### src/rtl/qa_drv_rx_width_adapter.sv
// Host-channel receive width adapter: dequeues UMF_WIDTH chunks and re-emits them as
// OUT_WIDTH slices (LSB slice first). Optional counters built when QA_DRV_RX_ADAPTER_STATS_EN is defined.
module qa_drv_rx_width_adapter #(
    parameter int UMF_WIDTH = 128,
    parameter int OUT_WIDTH = 32
) (
    input  logic                 clk,
    input  logic                 resetb,
    input  logic [UMF_WIDTH-1:0] rx_fifo_data,
    input  logic                 rx_fifo_rdy,
    output logic                 rx_fifo_enable,
    output logic [OUT_WIDTH-1:0] out_data,
    output logic                 out_last,
    output logic                 out_rdy,
    input  logic                 out_enable,
    input  logic                 flush,
    output logic [31:0]          stat_chunks,
    output logic [31:0]          stat_stall_cycles
);

    localparam int RATIO = UMF_WIDTH / OUT_WIDTH;
    localparam int IDX_W = $clog2(RATIO);
    localparam logic [IDX_W-1:0] LAST_IDX = IDX_W'(RATIO - 1);

    typedef enum logic [0:0] {
        ST_EMPTY = 1'b0,
        ST_DRAIN = 1'b1
    } state_t;

    state_t               state_r, state_nxt_s;
    logic [IDX_W-1:0]     idx_r, idx_nxt_s;
    logic [UMF_WIDTH-1:0] active_r, active_nxt_s;
    logic [UMF_WIDTH-1:0] pf_r, pf_nxt_s;
    logic                 pf_valid_r, pf_valid_nxt_s;
    logic                 accept_s;
    logic                 fire_s;
    logic                 last_s;

    // Only the prefetch slot gates acceptance; a retiring active is refilled directly.
    assign accept_s       = resetb && rx_fifo_rdy && !flush && !pf_valid_r;
    assign fire_s         = out_enable && (state_r == ST_DRAIN);
    assign last_s         = (idx_r == LAST_IDX);
    assign rx_fifo_enable = accept_s;

    assign out_rdy  = (state_r == ST_DRAIN);
    assign out_last = last_s;
    assign out_data = active_r[int'(idx_r) * OUT_WIDTH +: OUT_WIDTH];

    // Next-state and buffer update logic
    always_comb begin
        state_nxt_s    = state_r;
        idx_nxt_s      = idx_r;
        active_nxt_s   = active_r;
        pf_nxt_s       = pf_r;
        pf_valid_nxt_s = pf_valid_r;
        if (flush) begin
            state_nxt_s    = ST_EMPTY;
            idx_nxt_s      = '0;
            pf_valid_nxt_s = 1'b0;
        end else begin
            case (state_r)
                ST_EMPTY: begin
                    if (accept_s) begin
                        state_nxt_s  = ST_DRAIN;
                        active_nxt_s = rx_fifo_data;
                        idx_nxt_s    = '0;
                    end else begin
                        state_nxt_s  = ST_EMPTY;
                    end
                end
                ST_DRAIN: begin
                    if (fire_s && last_s) begin
                        idx_nxt_s = '0;
                        if (pf_valid_r) begin
                            active_nxt_s   = pf_r;
                            pf_valid_nxt_s = 1'b0;
                        end else if (accept_s) begin
                            active_nxt_s   = rx_fifo_data;
                        end else begin
                            state_nxt_s    = ST_EMPTY;
                        end
                    end else begin
                        if (fire_s) begin
                            idx_nxt_s = idx_r + IDX_W'(1);
                        end else begin
                            idx_nxt_s = idx_r;
                        end
                        if (accept_s) begin
                            pf_nxt_s       = rx_fifo_data;
                            pf_valid_nxt_s = 1'b1;
                        end else begin
                            pf_valid_nxt_s = pf_valid_r;
                        end
                    end
                end
                default: begin
                    state_nxt_s    = ST_EMPTY;
                    idx_nxt_s      = '0;
                    pf_valid_nxt_s = 1'b0;
                end
            endcase
        end
    end

    // State and buffer registers
    always_ff @(posedge clk) begin
        if (!resetb) begin
            state_r    <= ST_EMPTY;
            idx_r      <= '0;
            active_r   <= '0;
            pf_r       <= '0;
            pf_valid_r <= 1'b0;
        end else begin
            state_r    <= state_nxt_s;
            idx_r      <= idx_nxt_s;
            active_r   <= active_nxt_s;
            pf_r       <= pf_nxt_s;
            pf_valid_r <= pf_valid_nxt_s;
        end
    end

`ifdef QA_DRV_RX_ADAPTER_STATS_EN
    logic [31:0] stat_chunks_r;
    logic [31:0] stat_stall_r;

    // Saturating chunk and stall counters; flush leaves them untouched
    always_ff @(posedge clk) begin
        if (!resetb) begin
            stat_chunks_r <= 32'd0;
            stat_stall_r  <= 32'd0;
        end else begin
            if (accept_s && (stat_chunks_r != 32'hFFFF_FFFF)) begin
                stat_chunks_r <= stat_chunks_r + 32'd1;
            end else begin
                stat_chunks_r <= stat_chunks_r;
            end
            if (out_rdy && !out_enable && (stat_stall_r != 32'hFFFF_FFFF)) begin
                stat_stall_r <= stat_stall_r + 32'd1;
            end else begin
                stat_stall_r <= stat_stall_r;
            end
        end
    end

    assign stat_chunks       = stat_chunks_r;
    assign stat_stall_cycles = stat_stall_r;
`else
    assign stat_chunks       = 32'd0;
    assign stat_stall_cycles = 32'd0;
`endif

endmodule

### config.mk
export PLATFORM = sky130hd
export DESIGN_NAME = qa_drv_rx_width_adapter
export DESIGN_NICKNAME = d
export VERILOG_FILES = /design/src/rtl/qa_drv_rx_width_adapter.sv
export SDC_FILE = /design/constraint.sdc
export NUM_CORES = 1
export LEC_CHECK = 0
export ABC_CLOCK_PERIOD_IN_PS = 2000
export CORE_MARGIN = 8
export CORE_UTILIZATION = 30
export CTS_BUF_LIST = sky130_fd_sc_hd__clkbuf_2
export DETAILED_ROUTE_END_ITERATION = 10
export HOLD_SLACK_MARGIN = 0.02
export PLACE_DENSITY = 0.53
export SYNTH_ARGS = -nofsm -noshare
export SYNTH_HDL_FRONTEND = slang
export SYNTH_SLANG_ARGS = --single-unit
### constraint.sdc
create_clock -name clk -period 2 [get_ports clk]
set_input_delay 0.5 -clock clk [delete_from_list [all_inputs] [get_ports clk]]
set_output_delay 0.5 -clock clk [all_outputs]
set_load 0.1 [all_outputs]
==> summary.md <==
| Metric | Value |
|---|---|
| Filler Cell Count | `3804` |
| Met2 WL | `between 20000 and 25000 microns` |
| First-pass iteration count of the detailed router | `5` |
| First DRT Iteration DRCs | `951` |
| Die height | `approximately 220 microns` |
| Number of global-route vias before repair | `10370` |
| Antenna Nets Post-Route | `0` |
| Clock Sinks | `260` |
| Setup CP Type | `register to primary output` |
| Fin Hold WS | `~150 ps` |
| Initial antenna violation count | `11` |
| Simple-gate share of the synthesized area | `0.05414` |
| PD cells | `about 670 nW/um^2` |
| Synth Area in Adders | `0.001001` |
| Largest family of logic cells by synthesized area | `compound AO/OA/AOI/OAI gates` |
| Sequential cell area fraction in the yosys report | `0.4163` |
| VDD IR max | `0.0004022 V` |
| DR top layer | `met5` |
| Area leader, netlist | `dfxtp_1` |
| Vias | `11270` |
| Pin count of the biggest net entering global routing | `74` |
| RSZ-0062 raised after global routing | `true` |
| Status | `complete, but fails checks` |
| Root Driver | `clkbuf_2` |
| # setup viols final | `260` |
| XOR/XNOR share of the synthesized area | `0` |
| Post-synthesis mux area share | `0.05765` |
| Routed wire length | `50110 microns` |
| Achievable Freq | `357.1 MHz` |
| Routed vias/inst | `5.599` |
| Tot GR Track Use | `0.1703` |
| Yosys reg bits | `260` |
| Critical path arrival | `2300 ps` |
| Estimated wirelength of the detail-placed design | `28530 microns` |
| Clock Path Buffers | `3` |
| Startpoint Class | `register` |
| Routed wl met3 | `4282 microns` |
| Initial Util | `0.3048` |
| Sw Ratio | `0.3354` |
| Rows | `74` |
| Post-layout net count | `about 1600` |
| TritonCTS Buffers | `71` |
| Remaining Overflow, GRT | `0` |
| Sw power | `4.134 mW` |
| Clock Power Share | `0.332` |
| PortBufs | `roughly 170` |
| Final Max Tran Viols | `0` |
| Clock H-tree levels | `3` |
| Cells after synthesis | `1167` |
| Final hold vios | `0` |
| Chip Width | `220.1 microns` |
| Finished Layout Cells | `just over 2000` |
| EDFF count, synth | `0` |
| CTS tree | `done` |
| Internal power | `8.191 mW` |
| Area of the multi-input gates | `6890 sq um` |
| Setup crit end kind | `primary output` |
| Post-synthesis compound-gate area fraction | `0.3649` |
| Synth area leaders | `dfxtp_1 42%, a2bb2oi_2 12%, o221ai_1 9.0%, a21boi_0 7.4%, mux4_2 5.8%` |
| Min-Delay Path Class | `primary input to register` |
| Core area | `between 40000 and 50000 sq um` |
| Syn Std Cell Area | `12500 sq um` |
| Syn_area_per_cell | `10.71 sq um` |
| Worst Setup Slack, final | `-800.6 ps` |
| Top-count cell post-synth | `dfxtp_1` |
| Leakage power | `6.488 nW` |
| Critical path data required time | `1500 ps` |
| Post-Place Cells | `between 1500 and 2000` |
| Met1 WL | `23060 microns` |
| Commonest cells post-synth | `260 x dfxtp_1, 129 x nand3_1, 129 x o21ai_0` |
| Combinational Power Share | `0.224` |
| Ports | `232` |
| Synth Flop Type | `dfxtp_1` |
| Layout area overhead | `48.08%` |
| Top cell type's share of synthesized area | `0.4163` |
| Residual DRC | `0` |
| Reg clk slew, reported paths | `110 ps` |
| Sequential share of power | `0.444` |
| CP max FO | `8` |
| Tcrit/Tclk final | `1.400` |
| Gp weighted congestion | `0.7472` |
| Failing checks | `setup timing` |
| Unique masters post-synth | `30` |
| Tmin final | `2801 ps` |
| Async SR Flop Fraction | `0` |
| Yosys warns | `0` |
| Die Area | `48460 sq um` |
| First-pass GRT wire length | `between 60000 and 70000 microns` |
| Clock latency on the worst-skew pair | `around 940 ps` |
| Average wire per standard cell | `24.91 microns` |
| Layout cell share with drive strength beyond 1 | `0.3908` |
| Reg area | `5218 sq um` |
| Max-cap viol count | `0` |
| Worst-case clock skew | `roughly 65 ps` |
-- kinds of logic after synthesis --
family          after synthesis
compound gates              523
fa+ha+maj                     1
buf+inv                     216
flops                       260
mux                          32
other cells                   1
simple gates                134
-- cells in the final DEF (no fill, tap or decap), types with 32 or more instances in the layout --
| cell type | count |
|---|---|
| a21boi_1 | 105 |
| nand3_1 | 100 |
| a2bb2oi_2 | 116 |
| o21ai_0 | 50 |
| o21ai_2 | 59 |
| mux4_2 | 32 |
| o221ai_1 | 128 |
| conb_1 | 64 |
| buf_4 | 34 |
| clkbuf_2 | 99 |
| dfxtp_1 | 256 |
| clkbuf_16 | 40 |
| clkdlybuf4s50_1 | 131 |
| buf_12 | 86 |
-- worst max-delay path, stage by stage, from the launching register on --
cell	delay, ps
dfxtp_4	410
buf_12	120
buf_16	140
mux4_2	540
buf_12	190
-- worst paths after layout --
| path | from | endpoint | slack (ps) | cells past startpoint |
|---|---|---|---|---|
| worst min-delay path | rx_fifo_data[74] | pf_r[74] | 150 | 3 |
| worst min register to register | pf_r[66] | pf_r[66] | 460 | 2 |
| worst max-delay path | idx_r[0] | out_data[12] | -800 | 4 |
| worst max register to register | idx_r[0] | active_r[51] | -210 | 13 |
-- stage by stage --
stage               setup WS, ps  utilization  cell area [sq um]  total power, mW  setup TNS, ps
floorplan                 -48.67            -              12750            7.210          -1218
global placement          -260.6       0.3744              15360            7.975         -28500
detailed placement        -271.1       0.3744              15360            7.988         -39000
CTS                       -913.6       0.3942              16170            12.08         -36650
global route              -919.5       0.4511              18500            12.81         -61480
finish                    -800.6       0.4513              18510            12.33         -44120
-- per-layer routing --
layer | global-route usage | up-vias
met5 | 0 | -
met4 | 0.05551 | 8
met3 | 0.05175 | 83
met2 | 0.2412 | 462
met1 | 0.2428 | 5683
li1 | - | 5030
-- power groups by stage --
stage	logic, mW	registers, mW	clock network [mW]
6_report	2.76	5.47	4.09
5_1_grt	2.85	5.49	4.46
4_1_cts	2.41	5.47	4.20
3_5_place_dp	2.40	5.59	0
3_3_place_gp	2.39	5.59	0
2_1_floorplan	1.67	5.54	0
-- registers in the layout, summed over array words and instances, names as in the netlist --
signal / count
pf_valid_r: 1
out_rdy: 1
idx_r: 2
active_r: 128
pf_r: 128
-- layout make-up --
class | instances | share of cell area
Inverter | 1 | 0.0003379
Sequential cell | 260 | 0.2818
Antenna cell | 6 | 0.0008110
Timing Repair Buffer | 336 | 0.2728
Multi-Input combinational cell | 756 | 0.3722
Tap cell | 532 | 0.03596
Clock buffer | 99 | 0.02676
Clock inverter | 22 | 0.009259
-- timing repair --
item                                   CTS  global route
endpoints found under the hold margin   11             0
gates cloned                             1            57
gates resized for setup                  9           394
hold buffers                             1             0
setup buffers                            8            25
pin swaps                                2            51
setup endpoints to repair               35           286
Note: power is estimated with default switching activity, not from simulation.
==> variant, RTL diff (config.mk and constraints unchanged) <==
Build with the macro `QA_DRV_RX_ADAPTER_STATS_EN` defined.
--- a/src/rtl/qa_drv_rx_width_adapter.sv
+++ b/src/rtl/qa_drv_rx_width_adapter.sv
@@ -1,4 +1,6 @@
 // Host-channel receive width adapter: dequeues UMF_WIDTH chunks and re-emits them as
 // OUT_WIDTH slices (LSB slice first). Optional counters built when QA_DRV_RX_ADAPTER_STATS_EN is defined.
+`define QA_DRV_RX_ADAPTER_STATS_EN
+
 module qa_drv_rx_width_adapter #(
     parameter int UMF_WIDTH = 128,
Behaviour: not the same (Yosys sat finds a counterexample within 4 cycles, from zero or initial values and one cycle with resetb low).
==> variant against the original RTL <==
- the run still ends with negative setup slack left
- synthesized cell count increased by 38%
- utilization increased by 2.9 points
- worst hold slack got worse by 0.021 ns
- sequential power increased by 20%
- wire length increased by 5.8%
- clock skew increased by 0.0018 ns
- synthesized area increased by 8.5%
- total power increased by 4.3%
- first-iteration DRC count increased by 24%
- final area increased by 17%
- global-route usage increased by 1.7 points
- worst setup slack got worse by 0.11 ns
- sequential cell count increased by 64
==> variant: results <==
export IMPL_status="complete, but fails checks"
export IMPL_violations="negative setup slack"
export IMPL_finalSetupViolations=95
export IMPL_grt_max_degree=109
export IMPL_clock_latency_ns=0.98
export IMPL_fillers=4177
export IMPL_synthTopCellsByCount="dfxtp_1 (324), nand2_1 (304), a21oi_1 (293)"
export IMPL_regToRegSetupSlack_ns=-0.12
export IMPL_cts_made_buffers=88
export IMPL_grt_antenna_before_repair=8
export IMPL_clock_skew_ns=0.0668
export IMPL_drt_iter0_markers=1178
export IMPL_routabilityCongestion=0.858
export IMPL_wl_met2_um=24400
export IMPL_slowest_delay_ns=0.56
export IMPL_hp_start="rx_fifo_data[76]"
export IMPL_p_leak_nw=7.92
export IMPL_m1WireLength_um=23700
export IMPL_final_nets=2207
export IMPL_track_usage_pct=18.7
export IMPL_met1_usage_pct=25.5
export IMPL_clockRootBuffer="clkbuf_2"
export IMPL_grt_met2_usage_pct=29.2
export IMPL_setup_slack_ns=-0.910
export IMPL_grt_use_met3_pct=4.10
export IMPL_worst_r2r_endpoint="stat_stall_cycles[7]$_SDFFE_PN0P_"
export IMPL_cp_data_arrival_time_ns=2.41
export IMPL_ys_types=57
export IMPL_layout_drive_gt1_share_pct=29.5
export IMPL_grt_pass1_vias=13600
export IMPL_grt_pass1_wl_um=79400
export IMPL_placed_cell_area_um2=18500
export IMPL_yosys_top_cells_area="dfxtp_1 (48%), a21oi_1 (11%), nand2_1 (8.4%), o22ai_1 (5.9%), o21ai_0 (5.7%)"
export IMPL_ir_drop_uv=291
export IMPL_reg_largest_list="active_r (128), pf_r (128)"
export IMPL_wl_um=53000
export IMPL_cts_clk_slew_worst_paths_ns=0.11
export IMPL_met3WireLength_um=3810
export IMPL_via_per_inst=5.22
export IMPL_crit_family="multiplexers"
export IMPL_hpwl_um=33200
export IMPL_r2r_cells=9
export IMPL_io_buffers=231
export IMPL_whs_endpoint="pf_r[76]$_SDFFE_PN0P_"
export IMPL_tightest_slew_ns=0.488
export IMPL_seq_area_frac_synth_pct=47.8
export IMPL_rr_startpoint="stat_stall_cycles[1]$_SDFFE_PN0P_"
-- variant: cell count changes after synthesis, moves of 100 or more --
cell / unedited run / this run
o221ai_1: 128 / 0
o22ai_1: 0 / 128
a21oi_1: 3 / 293
nand2_1: 2 / 304
nand3_1: 129 / 22
a2bb2oi_2: 100 / 0
a21boi_0: 124 / 1
-- variant: area by class of cell --
class                           count  share of cell area, %
Multi-Input combinational cell   1132                   32.1
Sequential cell                   324                   31.2
Timing Repair Buffer              511                   29.1
Tap cell                          600                   3.48
Clock buffer                      131                   3.04
Clock inverter                     22                  0.666
Inverter                           14                  0.324
Antenna cell                        4                 0.0463
-- variant: kinds of logic (layout without fill, tap and decap cells) --
kind of cell | count (synthesis) | count (layout) | share of synthesized area (%)
compound gates | 618 | 619 | 24.9
simple gates | 457 | 457 | 15.8
flops | 324 | 324 | 47.8
buf+inv | 153 | 678 | 4.40
mux | 48 | 48 | 6.49
xor+xnor | 5 | 5 | 0.323
fa+ha+maj | 3 | 3 | 0.277
other cells | 0 | 4 | 0
-- variant: timing repair --
| item | CTS | global route |
|---|---|---|
| setup endpoints to repair | 106 | 232 |
| gates cloned | 4 | 11 |
| endpoints found under the hold margin | 73 | 0 |
| hold buffers | 65 | 0 |
| pin swaps | 9 | 37 |
| gates resized for setup | 55 | 90 |
| setup buffers | 88 | 27 |
-- variant: where the power goes --
group	total, mW	internal [mW]	switching [mW]	leakage (nW)
Combinational	1.46	0.670	0.785	4.65
Sequential	6.55	6.48	0.0681	2.67
Clock	4.85	1.99	2.87	0.606
Total	12.9	9.14	3.72	7.92
-- variant: worst max-delay path by stage --
stage / start / endpoint / slack, ns / cells past startpoint
after floorplan: stat_stall_cycles[18]$_SDFFE_PN0P_ / stat_stall_cycles[7]$_SDFFE_PN0P_ / -0.16 / 6
after global placement: rx_fifo_rdy / stat_chunks[31]$_SDFFE_PN0P_ / -0.48 / 7
after detailed placement: rx_fifo_rdy / stat_chunks[31]$_SDFFE_PN0P_ / -0.51 / 7
after CTS: idx_r[0]$_SDFFE_PP0P_ / out_data[30] / -1.05 / 4
after global routing: idx_r[0]$_SDFFE_PP0P_ / out_data[27] / -1.04 / 4
final: idx_r[0]$_SDFFE_PP0P_ / out_data[21] / -0.91 / 4
-- variant: through the flow --
step | util [%] | setup TNS [ns] | std cells | hold WS [ns] | worst slack [ns]
floorplan | - | -1.90 | 1608 | 0.437 | -0.159
global placement | 41.1 | -81.25 | 2396 | 0.441 | -0.481
detailed placement | 41.1 | -88.48 | 2396 | 0.447 | -0.510
CTS | 46.3 | -44.24 | 2700 | 0.0204 | -1.05
global route | 48.0 | -43.72 | 2735 | 0.0541 | -1.04
finish | 48.0 | -30.87 | 2738 | 0.132 | -0.910
